$ cat config.mk
export PLATFORM = sky130hd
export DESIGN_NAME = hazard_stall_ctrl
export DESIGN_NICKNAME = d
export VERILOG_FILES = /design/src/rtl/pipe_ctrl_pkg.sv /design/src/rtl/hazard_detect.sv /design/src/rtl/hazard_stall_ctrl.sv
export SDC_FILE = /design/constraint.sdc
export NUM_CORES = 1
export LEC_CHECK = 0
export CORE_MARGIN = 3
export CORE_UTILIZATION = 31
export CTS_CLUSTER_DIAMETER = 150
export CTS_CLUSTER_SIZE = 25
export DETAILED_ROUTE_END_ITERATION = 12
export PLACE_DENSITY_LB_ADDON = 0.12
export SYNTH_ARGS = -nofsm -noshare
export SYNTH_HDL_FRONTEND = slang
export SYNTH_SLANG_ARGS = --single-unit
$ cat constraint.sdc
create_clock -name clk_i -period 1.5 [get_ports clk_i]
set_input_delay 0.3 -clock clk_i [delete_from_list [all_inputs] [get_ports clk_i]]
set_output_delay 0.3 -clock clk_i [all_outputs]
set_load 0.01 [all_outputs]
$ cat src/rtl/pipe_ctrl_pkg.sv
// Shared pipeline-control types and constants.
// Used by the hazard/stall controller and the pipeline registers.
package pipe_ctrl_pkg;

  typedef enum logic {
    IDLE     = 1'b0,
    MEM_WAIT = 1'b1
  } state_e;

  localparam logic [4:0] REG_ZERO = 5'd0;

  localparam int MEM_LAT_DEF = 4;

  localparam int WB_W = 2;
  localparam int M_W  = 2;
  localparam int EX_W = 4;

endpackage

$ cat src/rtl/hazard_detect.sv
// Load-use hazard detector: EX holds a load whose destination
// feeds a source of the instruction in ID.
module hazard_detect
  import pipe_ctrl_pkg::*;
(
  input  logic       memread_i,
  input  logic [4:0] idex_rt_i,
  input  logic [4:0] ifid_rs_i,
  input  logic [4:0] ifid_rt_i,
  output logic       lu_o
);

  logic src_hit;

  assign src_hit = (idex_rt_i == ifid_rs_i)
                || (idex_rt_i == ifid_rt_i);

  assign lu_o = memread_i
             && (idex_rt_i != REG_ZERO)
             && src_hit;

endmodule

$ cat src/rtl/hazard_stall_ctrl.sv
// Hazard and stall controller: load-use bubbles, branch flush
// and fixed-latency memory freeze. Optional HAZARD_PERF_CNT_EN.
module hazard_stall_ctrl
  import pipe_ctrl_pkg::*;
#(
  parameter int MEM_LAT = MEM_LAT_DEF,
  parameter int CNT_W   = 4
) (
  input  logic       clk_i,
  input  logic       rst_i,
  input  logic       IDEX_MemRead_i,
  input  logic [4:0] IDEX_rt_i,
  input  logic [4:0] IFID_rs_i,
  input  logic [4:0] IFID_rt_i,
  input  logic       Branch_taken_i,
  input  logic       mem_req_i,
  output logic       PCWrite_o,
  output logic       IFIDWrite_o,
  output logic       IFIDFlush_o,
  output logic       Bubble_o,
  output logic       Freeze_o,
  output logic       mem_done_o
`ifdef HAZARD_PERF_CNT_EN
  ,
  output logic [31:0] lu_stall_cnt_o,
  output logic [31:0] flush_cnt_o,
  output logic [31:0] mem_stall_cnt_o
`endif
);

  state_e           state_q, state_d;
  logic [CNT_W-1:0] cnt_q, cnt_d;
  logic             lu;

  hazard_detect u_hd (
    .memread_i (IDEX_MemRead_i),
    .idex_rt_i (IDEX_rt_i),
    .ifid_rs_i (IFID_rs_i),
    .ifid_rt_i (IFID_rt_i),
    .lu_o      (lu)
  );

  // Mealy decode of controls and next state; reset overrides outputs
  always_comb begin
    state_d     = state_q;
    cnt_d       = cnt_q;
    PCWrite_o   = 1'b1;
    IFIDWrite_o = 1'b1;
    IFIDFlush_o = 1'b0;
    Bubble_o    = 1'b0;
    Freeze_o    = 1'b0;
    mem_done_o  = 1'b0;
    unique case (state_q)
      IDLE: begin
        if (mem_req_i) begin
          Freeze_o    = 1'b1;
          PCWrite_o   = 1'b0;
          IFIDWrite_o = 1'b0;
          if (MEM_LAT == 1) begin
            mem_done_o = 1'b1;
          end else begin
            cnt_d   = CNT_W'(MEM_LAT - 2);
            state_d = MEM_WAIT;
          end
        end else if (lu) begin
          PCWrite_o   = 1'b0;
          IFIDWrite_o = 1'b0;
          Bubble_o    = 1'b1;
        end else if (Branch_taken_i) begin
          IFIDFlush_o = 1'b1;
        end
      end
      MEM_WAIT: begin
        Freeze_o    = 1'b1;
        PCWrite_o   = 1'b0;
        IFIDWrite_o = 1'b0;
        if (cnt_q == '0) begin
          mem_done_o = 1'b1;
          state_d    = IDLE;
        end else begin
          cnt_d = cnt_q - CNT_W'(1);
        end
      end
      default: state_d = IDLE;
    endcase
    if (rst_i) begin
      PCWrite_o   = 1'b0;
      IFIDWrite_o = 1'b0;
      IFIDFlush_o = 1'b0;
      Bubble_o    = 1'b1;
      Freeze_o    = 1'b1;
      mem_done_o  = 1'b0;
    end
  end

  // State and latency counter; reset aborts any access in flight
  always_ff @(posedge clk_i or posedge rst_i) begin
    if (rst_i) begin
      state_q <= IDLE;
      cnt_q   <= '0;
    end else begin
      state_q <= state_d;
      cnt_q   <= cnt_d;
    end
  end

`ifdef HAZARD_PERF_CNT_EN
  logic [31:0] lu_cnt_q, lu_cnt_d;
  logic [31:0] fl_cnt_q, fl_cnt_d;
  logic [31:0] ms_cnt_q, ms_cnt_d;

  // Saturating event counters
  always_comb begin
    lu_cnt_d = lu_cnt_q;
    fl_cnt_d = fl_cnt_q;
    ms_cnt_d = ms_cnt_q;
    if (!rst_i && Bubble_o && lu_cnt_q != '1)
      lu_cnt_d = lu_cnt_q + 32'd1;
    if (IFIDFlush_o && fl_cnt_q != '1)
      fl_cnt_d = fl_cnt_q + 32'd1;
    if (!rst_i && Freeze_o && ms_cnt_q != '1)
      ms_cnt_d = ms_cnt_q + 32'd1;
  end

  // Counter registers
  always_ff @(posedge clk_i or posedge rst_i) begin
    if (rst_i) begin
      lu_cnt_q <= '0;
      fl_cnt_q <= '0;
      ms_cnt_q <= '0;
    end else begin
      lu_cnt_q <= lu_cnt_d;
      fl_cnt_q <= fl_cnt_d;
      ms_cnt_q <= ms_cnt_d;
    end
  end

  assign lu_stall_cnt_o  = lu_cnt_q;
  assign flush_cnt_o     = fl_cnt_q;
  assign mem_stall_cnt_o = ms_cnt_q;
`endif

`ifndef SYNTHESIS
  a_req_in_wait: assert property (
    @(posedge clk_i) disable iff (rst_i)
    !(state_q == MEM_WAIT && mem_req_i))
    else $error("mem_req_i asserted during MEM_WAIT");

  a_no_bub_frz: assert property (
    @(posedge clk_i) disable iff (rst_i)
    !(Bubble_o && Freeze_o));

  a_pc_ifid: assert property (
    @(posedge clk_i) PCWrite_o == IFIDWrite_o);
`endif

endmodule

# Yosys cells after proc, flatten, opt, wreduce, memory -nomap -nowiden
# Index checks and enable logic that the tools add are counted.
[classes]
order_cmp = 0
shifts = 0
div = 0
muxes = 24
addsub = 1
n_reduce_logical = 6
eq_ne = 4
mul = 0
n_bitwise = 1
[op_table]
columns = ["cell", "n"]
rows = [
  ["2-to-1 mux 1 bit", 18],
  ["equality test 5 bit", 2],
  ["2-to-1 mux 4 bit", 2],
  ["case mux 4 bit (2 select lines)", 1],
  ["case mux 1 bit (2 select lines)", 3],
  ["nonzero test 5 bit", 1],
  ["logical NOT 4 bit", 1],
  ["!= test 2 bit, second input constant", 2],
  ["subtractor 4 x 1 -> 4 bit, second input constant", 1],
  ["logical AND 1 bit", 2],
  ["AND reduction 2 bit", 1],
  ["logical OR 1 bit", 1],
  ["inverter 1 bit", 1],
]
[word_totals]
output_inout_bits = 6
wordCells = 38
romBits = 0
ram_bits = 0
latchBits = 0
reg_bits = 5
inputBits = 20
mem_count = 0

# Logic depth before layout (Yosys ltp)
# Gate-level depths: netlist of the first run.
[depth]
ltp_word = 7
depth_mapped = 6
mapped_depth_nobuf = 6

# Hierarchy
# Synthesis of the first run repeated with hierarchy kept, for this count alone.
[unflattened]
cells_unflattened = 48
area_unflattened_um2 = 420.4
[by_module_without_submodules]
columns = ["mod", "area_each_um2", "seq_area_each_um2", "n_inst", "cells_per_inst"]
rows = [
  ["hazard_stall_ctrl", 295.3, 125.1, 1, 31],
  ["hazard_detect", 125.1, 0.0, 1, 17],
]

# Worst setup path after synthesis of the first run
# Ideal clock, no wire load.
[synth_timing]
path_type = "input to output"
start = "in IDEX_rt_i[1]"
end = "out PCWrite_o"
path_slack_ps = -266
t_required_ps = 1200
n_path_buf = 1
arrival_time_ps = 1466
stages = 4
cell_sequence = "or4_1 > o21a_1 > a21oi_1 > buf_4"
[synth_between]
elab_chain_cells = 7
word_cells_on_any_way = 10
classes_between = "2 x eq/ne; 4 x mux; 4 x reduce/logical"
[synth_rtl]
columns = ["element", "line_no", "rtl"]
rows = [
  ["from (decl)", "hazard_stall_ctrl.sv:12", "input logic [4:0] IDEX_rt_i,"],
  ["equality test 5 bit, or another cell as far along", "hazard_detect.sv:15", "assign src_hit = (idex_rt_i == ifid_rs_i)"],
  ["logical OR 1 bit / logical AND 1 bit (equally long branches)", "hazard_detect.sv:16, hazard_detect.sv:19", ""],
  ["logical AND 1 bit (*)", "hazard_detect.sv:20", "&& src_hit;"],
  ["2-to-1 mux 1 bit (*) (2 in series)", "n/a", ""],
  ["case mux 1 bit (2 select lines) (*)", "n/a", ""],
  ["2-to-1 mux 1 bit (*)", "n/a", ""],
  ["to (decl)", "hazard_stall_ctrl.sv:17", "output logic PCWrite_o,"],
]
# Mark *: on every way between the ends. The rest lies on a longest branch, timed or not.

# Worst setup path after layout of the first run
[layout_timing]
start = "in IDEX_rt_i[3]"
end = "out IFIDFlush_o"
[layout_between]
elab_chain_cells = 7
word_cells_on_any_way = 10
classes_between = "2 x eq/ne; 4 x mux; 4 x reduce/logical"
[layout_rtl]
columns = ["element", "line_no", "rtl"]
rows = [
  ["equality test 5 bit, or another cell as far along", "hazard_detect.sv:15", ""],
  ["logical OR 1 bit / logical AND 1 bit (equally long branches)", "hazard_detect.sv:16, hazard_detect.sv:19", ""],
  ["logical AND 1 bit (*)", "hazard_detect.sv:20", ""],
  ["2-to-1 mux 1 bit (*)", "hazard_stall_ctrl.sv:65", "end else if (lu) begin"],
  ["2-to-1 mux 1 bit (*)", "hazard_stall_ctrl.sv:55", "if (mem_req_i) begin"],
  ["2-to-1 mux 1 bit (*)", "hazard_stall_ctrl.sv:53", "unique case (state_q)"],
  ["2-to-1 mux 1 bit (*)", "hazard_stall_ctrl.sv:86", "if (rst_i) begin"],
  ["to (decl)", "hazard_stall_ctrl.sv:19", "output logic IFIDFlush_o,"],
]
# Marked as above.

==> impl_summary.txt, run 1 <==
----------------------------------------------------
[Run status]
  Outcome ... finished with violations
  Violated checks ... negative setup slack

[Pwr]
  Switching share of power ... 36.8%
  Proportion of power drawn by the clock network ... 12.6%
  Portion of total power attributed to combinational logic ... 68.6%
  Total design power ... 1.26 mW
  Int Power ... 0.795 mW
  Static Leakage ... 0.444 nW
  Power per cell area ... 1350 nW/um^2
  Psw ... 0.463 mW
  Power share of the sequential group ... 18.9%
  Worst vdd ir ... 1.12 mV

[Place]
  Pre-CTS worst setup slack ... -1.13 ns
  Final Wtd Congestion ... 0.781
  Total half-perimeter wirelength after legalization and detailed placement ... 1220 um
  # port buffers ... 25
  Cell area reported after detailed placement ... 801 sq um
  Placed Cells ... 104

[Logic synthesis]
  Synth Area in XOR/XNOR ... 20.6%
  Adder-cell share of the synthesized area ... 2.95%
  Ys async rst share ... 100%
  Dominant synthesized flop cell ... sky130_fd_sc_hd__dfrtp_1
  Share of synthesized cell area in and, or, nand and nor gates ... 18.3%
  Combinational family with the most area after synthesis ... XOR/XNOR gates
  Syn Nets ... 72
  Number of library cell types mapped by synthesis ... 22
  Portion of netlist area occupied by mux cells ... 5.01%
  Area of the mapped netlist ... 424 sq um
  Sequential area share after synthesis ... 29.5%
  Average cell area after synthesis ... 8.32 sq um
  Post-synthesis sequential element count ... 5
  Number of synthesized flops with an enable pin ... 0
  Synthesized instance count ... 51
  Share of the synthesized area in compound gates (AO/OA/AOI/OAI) ... 17.4%
  Synth Warn # ... 0

[Floorplan]
  Ports placed on the boundary ... 26
  Die ar. ... 1850 sq um
  DIE WIDTH ... 43.0 um
  # rows ... 12
  Placeable core area ... 1190 sq um
  Vertical die dimension ... 43.0 um
  Initial core utilization ... 35.8%

[STA]
  Highest clock frequency the design can meet ... 515 MHz
  Maximum clock skew at final layout ... 0.00614 ns
  Worst hold margin ... 0.498 ns
  Final number of max-transition violations ... 0
  Worst Tran Pin Value ... 0.387 ns
  Setup repair after global routing missed its margin ... true
  Crit path time final ... 1.94 ns
  Hold Fails Final Rpt ... 0
  Post-route setup slack ... -0.441 ns
  Period utilisation layout ... 129%
  Number of failing setup endpoints in the final timing report ... 5
  Total negative slack for setup checks ... -1.48 ns
  Relative slew slack ... 74.2%

[GRT]
  Number of antenna violations at the first check in global routing ... 0
  Wire length of the first global-routing pass ... 2600 um
  Pin count of the biggest net entering global routing ... 8
  Global router's overall resource usage ... 19.4%
  Overall overflow remaining after global route ... 0
  Via count of the first global-routing pass ... 595

[Clock tree]
  Sink Count ... 5
  Cell at the root of the clock tree ... sky130_fd_sc_hd__clkbuf_4
  Skew-Pair Late Insertion Delay ... 0.25 ns
  Max Root-Sink Buffers ... 2
  Clock slew seen by the registers of the worst setup and hold paths ... 0.05 ns
  Clock H-tree levels ... 1
  Number of buffers created by CTS ... 3
  TritonCTS clock tree ... yes

[Layout]
  Diode insertion count for antenna repair ... 0
  Final std cell area, no fill ... 928 sq um
  Top library cells by usage in the layout, fill and taps aside ... sky130_fd_sc_hd__buf_4, sky130_fd_sc_hd__dlygate4sd2_1, sky130_fd_sc_hd__xnor2_1, sky130_fd_sc_hd__buf_2, sky130_fd_sc_hd__dfrtp_1
  Share of the core filled with cells in the final layout ... 78.3%
  Synthesis-to-layout area growth ... 119%
  Final instance count without filler cells ... 119
  Ratio of cells with drive above 1 in the final layout ... 51.4%
  Final-stage net count ... 127
  Most frequent standard cell in the layout excluding fill and tap cells ... sky130_fd_sc_hd__buf_4
  Filler Cell Count ... 83

[Drt]
  Post-route DRC violation count ... 0
  Via/cell ratio ... 4.67
  DRC marker count from the first detailed-route iteration ... 5
  Average wire length per cell after detail routing ... 14.3 um
  Count of vias placed by the detailed router ... 556
  Remaining number of nets flagged by the antenna check after routing ... 0
  Routed WL ... 1700 um
  Length of the first detailed-routing pass in iterations ... 4

[Critical path]
  Combined buffer and inverter count along the critical path ... 3
  Path depth of the worst reg2reg path ... 8
  Reg-to-reg setup timing slack ... 0.05 ns
  Slowest Stage Delay on Critical Path ... 0.52 ns
  Top fanout value on the critical path ... 3
  Endpoint class of the critical path ... primary output
  Worst-path cell chain ... buf_6, or4_4, o21a_1, buf_4, a211oi_2, buf_2
  Worst r2r src ... cnt_q[0]
  Terminus of the critical flop-to-flop path ... cnt_q[0]
  Cell at the slowest stage of the critical path ... sky130_fd_sc_hd__or4_4
  Path type of the worst setup path ... input pin to primary output
  Critical path launch point type ... input pin
  CP top delay family ... simple AND/OR/NAND/NOR gates
  Data arrival time of the critical path ... 1.64 ns
  Data required time at the worst endpoint ... 1.20 ns

[Job]
  Max-cap violations ... 0

[Min path]
  HP Class ... input pin to asynchronous set/reset pin

----------------------------------------------------
metal layers:
metal | GRT usage [%] | part of all wire, % | vias up
met5 | 0 | 0 | -
met4 | 7.23 | 0.47 | 0
met3 | 5.08 | 4.5 | 2
met2 | 36.8 | 57 | 15
met1 | 19.9 | 38 | 260
li1 | - | - | 279
logic make-up after synthesis:
logic type | count (synthesis)
compound gates | 11
xor+xnor | 10
fa+ha+maj | 1
buf+inv | 6
flops | 5
mux | 2
simple gates | 16
cells in the mapped netlist (2+ instances only):
library cell	n	area (sq um)
sky130_fd_sc_hd__a21oi_1	2	10.0
sky130_fd_sc_hd__dfrtp_1	5	125
sky130_fd_sc_hd__nor2_1	3	11.3
sky130_fd_sc_hd__o21ai_0	4	20.0
sky130_fd_sc_hd__xnor2_1	10	87.6
sky130_fd_sc_hd__nand3_1	2	10.0
sky130_fd_sc_hd__nand2_1	5	18.8
sky130_fd_sc_hd__nand2b_1	2	12.5
sky130_fd_sc_hd__inv_1	5	18.8
flip-flops by register name, summed over array words and instances (netlist names):
name and flops:
state_q 1, cnt_q 4
cell type report:
cell class | count | area [sq um] | share of cell area [%]
clock buffer | 4 | 26.3 | 2.83
sequential | 5 | 125 | 13.5
inverter | 5 | 18.8 | 2.02
timing repair buffer | 51 | 400 | 43.1
tap | 14 | 17.5 | 1.89
multi-input combinational | 40 | 340 | 36.7
power by group through the flow:
stage | sequential, mW | clock [mW] | combinational (mW)
after CTS | 0.234 | 0.163 | 0.763
final | 0.237 | 0.158 | 0.862
after global routing | 0.240 | 0.179 | 0.940
after global placement | 0.220 | 0 | 0.546
after detailed placement | 0.222 | 0 | 0.567
after floorplan | 0.235 | 0 | 0.263
worst reg2reg max path: stages, from the launching register on:
cell and delay [ns]:
sky130_fd_sc_hd__dfrtp_1 0.38, sky130_fd_sc_hd__inv_2 0.08, sky130_fd_sc_hd__ha_4 0.15, sky130_fd_sc_hd__nand2b_4 0.06
sky130_fd_sc_hd__buf_4 0.13, sky130_fd_sc_hd__buf_4 0.12, sky130_fd_sc_hd__buf_4 0.13, sky130_fd_sc_hd__o21ai_4 0.15
sky130_fd_sc_hd__mux2i_1 0.09
timing repair:
action / CTS / global route
endpoints found under the setup margin: 6 / 7
setup buffers: 9 / 3
pin swaps: 22 / 6
gates resized for setup: 63 / 5
hold buffers: 0 / 0
worst max path at each step:
stage / start / to / cells past startpoint
after floorplan: IDEX_rt_i[1] / PCWrite_o / 4
after global placement: IDEX_rt_i[1] / IFIDFlush_o / 5
after detailed placement: IDEX_rt_i[1] / IFIDFlush_o / 5
after CTS: IDEX_rt_i[3] / IFIDFlush_o / 6
after global routing: IDEX_rt_i[3] / IFIDFlush_o / 6
final: IDEX_rt_i[3] / IFIDFlush_o / 6
(Power assumes the default switching activity.)
==> inputs of run 2 (changes only) <==
SYNTH_HIERARCHICAL = 1   (was default)
==> impl_summary.txt, run 2 <==
----------------------------------------------------
[Layout]
  Largest registers ... cnt_q: 4 flops, state_q: 1 flops
  Final instance count without filler cells ... 110
  Share of the core filled with cells in the final layout ... 78.8%
  Ratio of cells with drive above 1 in the final layout ... 56.3%
  Largest reg by FF count ... cnt_q
  Synthesis-to-layout area growth ... 122%
  Diode insertion count for antenna repair ... 0
  Final-stage net count ... 118
  Top library cells by usage in the layout, fill and taps aside ... sky130_fd_sc_hd__buf_4, sky130_fd_sc_hd__buf_6, sky130_fd_sc_hd__dfrtp_1
  Most frequent standard cell in the layout excluding fill and tap cells ... sky130_fd_sc_hd__buf_4
  Flip-flop count of the largest register, all copies and words added ... 4

[Drt]
  Routed WL ... 1540 um
  Remaining number of nets flagged by the antenna check after routing ... 0
  Average wire length per cell after detail routing ... 14.0 um
  Count of vias placed by the detailed router ... 524
  Post-route DRC violation count ... 0
  Via/cell ratio ... 4.76
  DRC marker count from the first detailed-route iteration ... 11
  Length of the first detailed-routing pass in iterations ... 4

[Logic synthesis]
  Post-synthesis sequential element count ... 5
  Dominant synthesized flop cell ... sky130_fd_sc_hd__dfrtp_1
  Syn Nets ... 69
  Sequential area share after synthesis ... 29.8%
  Share of the synthesized area in the top cell type ... 29.8%
  Average cell area after synthesis ... 8.76 sq um
  Cell with the most instances after synthesis ... sky130_fd_sc_hd__xor2_1
  Area of the mapped netlist ... 420 sq um
  Yosys top cell by area ... sky130_fd_sc_hd__dfrtp_1
  Ys async rst share ... 100%
  Top cell types by occurrence after synthesis ... sky130_fd_sc_hd__xor2_1, sky130_fd_sc_hd__dfrtp_1, sky130_fd_sc_hd__inv_1, sky130_fd_sc_hd__xnor2_1, sky130_fd_sc_hd__nand2_1
  Synth Warn # ... 6
  Synthesized instance count ... 48
  Number of library cell types mapped by synthesis ... 23
  Leading cell types by total area after synthesis ... sky130_fd_sc_hd__dfrtp_1, sky130_fd_sc_hd__xor2_1, sky130_fd_sc_hd__xnor2_1
  Number of synthesized flops with an enable pin ... 0

[Floorplan]
  Placeable core area ... 1190 sq um
  # rows ... 12
  DIE WIDTH ... 42.8 um
  Vertical die dimension ... 42.8 um
  Initial core utilization ... 35.4%
  Die ar. ... 1830 sq um
  Ports placed on the boundary ... 26

[Pwr]
  Worst vdd ir ... 1.11 mV
  Static Leakage ... 0.471 nW
  Power per cell area ... 1290 nW/um^2
  Total design power ... 1.21 mW

[Place]
  # port buffers ... 25
  Total half-perimeter wirelength after legalization and detailed placement ... 1210 um
  Placed Cells ... 102
  Final Wtd Congestion ... 0.770

[Clock tree]
  Clock slew seen by the registers of the worst setup and hold paths ... 0.04 ns
  Cell at the root of the clock tree ... sky130_fd_sc_hd__clkbuf_4
  TritonCTS clock tree ... yes
  Sink Count ... 5
  Number of buffers created by CTS ... 3
  Skew-Pair Late Insertion Delay ... 0.24 ns
  Clock H-tree levels ... 1
  Max Root-Sink Buffers ... 2

[Min path]
  HP Class ... input pin to asynchronous set/reset pin

[STA]
  Crit path time final ... 1.77 ns
  Maximum clock skew at final layout ... 0.00257 ns
  Period utilisation layout ... 118%
  Hold Fails Final Rpt ... 0
  Relative slew slack ... 82.0%
  Post-route setup slack ... -0.275 ns
  Number of failing setup endpoints in the final timing report ... 5
  Setup repair after global routing missed its margin ... true
  Worst Tran Pin Value ... 0.268 ns
  Final number of max-transition violations ... 0
  Total negative slack for setup checks ... -1.11 ns
  Highest clock frequency the design can meet ... 563 MHz

[Critical path]
  Top fanout value on the critical path ... 2
  Critical path launch point type ... input pin
  Endpoint class of the critical path ... primary output
  Data arrival time of the critical path ... 1.47 ns
  Worst r2r src ... cnt_q[0]
  Path type of the worst setup path ... input pin to primary output
  Reg-to-reg setup timing slack ... 0.03 ns
  Terminus of the critical flop-to-flop path ... cnt_q[3]
  Path depth of the worst reg2reg path ... 6
  Data required time at the worst endpoint ... 1.20 ns

[Job]
  Max-cap violations ... 0

[GRT]
  Wire length of the first global-routing pass ... 2280 um
  Pin count of the biggest net entering global routing ... 8
  Global router's overall resource usage ... 17.1%
  Via count of the first global-routing pass ... 492
  Number of antenna violations at the first check in global routing ... 0
  Overall overflow remaining after global route ... 0

[Run status]
  Outcome ... finished with violations
  Violated checks ... negative setup slack

----------------------------------------------------
==> run 2: cell types whose count changed in the layout (fill, tap and decap cells not counted), moves of 3 or more <==
| cell | delta |
|---|---|
| sky130_fd_sc_hd__buf_4 | -10 |
| sky130_fd_sc_hd__buf_6 | +8 |
| sky130_fd_sc_hd__clkdlybuf4s15_1 | +3 |
| sky130_fd_sc_hd__dlygate4sd2_1 | -7 |
| sky130_fd_sc_hd__dlymetal6s2s_1 | +3 |
| sky130_fd_sc_hd__o21ai_0 | -3 |
| sky130_fd_sc_hd__xnor2_1 | -6 |
| sky130_fd_sc_hd__xor2_1 | +4 |
==> run 2: power by group <==
group / internal (mW) / total, mW / switching [mW]
Combinational: 0.475 / 0.798 / 0.323
Clock: 0.101 / 0.155 / 0.0545
Sequential: 0.204 / 0.254 / 0.0508
==> run 2: worst max-delay path: stages <==
cell,delay (ns)
sky130_fd_sc_hd__buf_6,0.10
sky130_fd_sc_hd__or4_4,0.52
sky130_fd_sc_hd__o21ai_2,0.16
sky130_fd_sc_hd__a21oi_2,0.06
sky130_fd_sc_hd__nor2_4,0.09
sky130_fd_sc_hd__and2_4,0.15
sky130_fd_sc_hd__buf_6,0.09
==> run 2: what timing repair did <==
item                                    CTS  global route
endpoints found under the setup margin    7             9
gates resized for setup                  70            22
hold buffers                              0             0
pin swaps                                18            15
buffers inserted                          3             3
==> run 2: worst max path at each step <==
| stage | end | startpoint | slack (ns) | cells after the start |
|---|---|---|---|---|
| after CTS | IFIDFlush_o | IDEX_rt_i[2] | -0.33 | 7 |
| after floorplan | IFIDFlush_o | IDEX_rt_i[0] | -0.14 | 5 |
| after global placement | IFIDFlush_o | IDEX_rt_i[0] | -1.06 | 7 |
| after detailed placement | IFIDFlush_o | IDEX_rt_i[0] | -1.14 | 7 |
| after global routing | IFIDFlush_o | IDEX_rt_i[2] | -0.33 | 9 |
| final | IFIDFlush_o | IDEX_rt_i[2] | -0.27 | 7 |
==> run 2: per-stage QoR <==
stage | area [sq um] | hold slack (ns) | setup slack (ns)
floorplan | 425 | 0.0920 | -0.136
global placement | 806 | 0.600 | -1.06
detailed placement | 806 | 0.618 | -1.14
CTS | 851 | 0.404 | -0.326
global route | 935 | 0.106 | -0.326
finish | 935 | 0.109 | -0.275
==> run 2: logic make-up after synthesis <==
| logic type | after synthesis | synth area share (%) |
|---|---|---|
| mux | 2 | 4.76 |
| flops | 5 | 29.8 |
| xor+xnor | 10 | 20.8 |
| buf+inv | 5 | 5.36 |
| simple gates | 17 | 23.5 |
| compound gates | 8 | 12.8 |
| fa+ha+maj | 1 | 2.98 |
==> run 2: area by class of cell <==
class	instances	area [sq um]
clock buffer	4	26.3
fill	89	251
inverter	4	15.0
multi-input combinational	38	354
sequential	5	125
tap	14	17.5
timing repair buffer	45	397
==> run 2: per-layer routing <==
metal,global-route usage [%],up-vias,part of all wire [%]
li1,-,262,-
met4,7.45,0,1.9
met5,0,-,0
met2,29.9,16,56
met1,18.3,242,36
met3,5.51,4,5.6
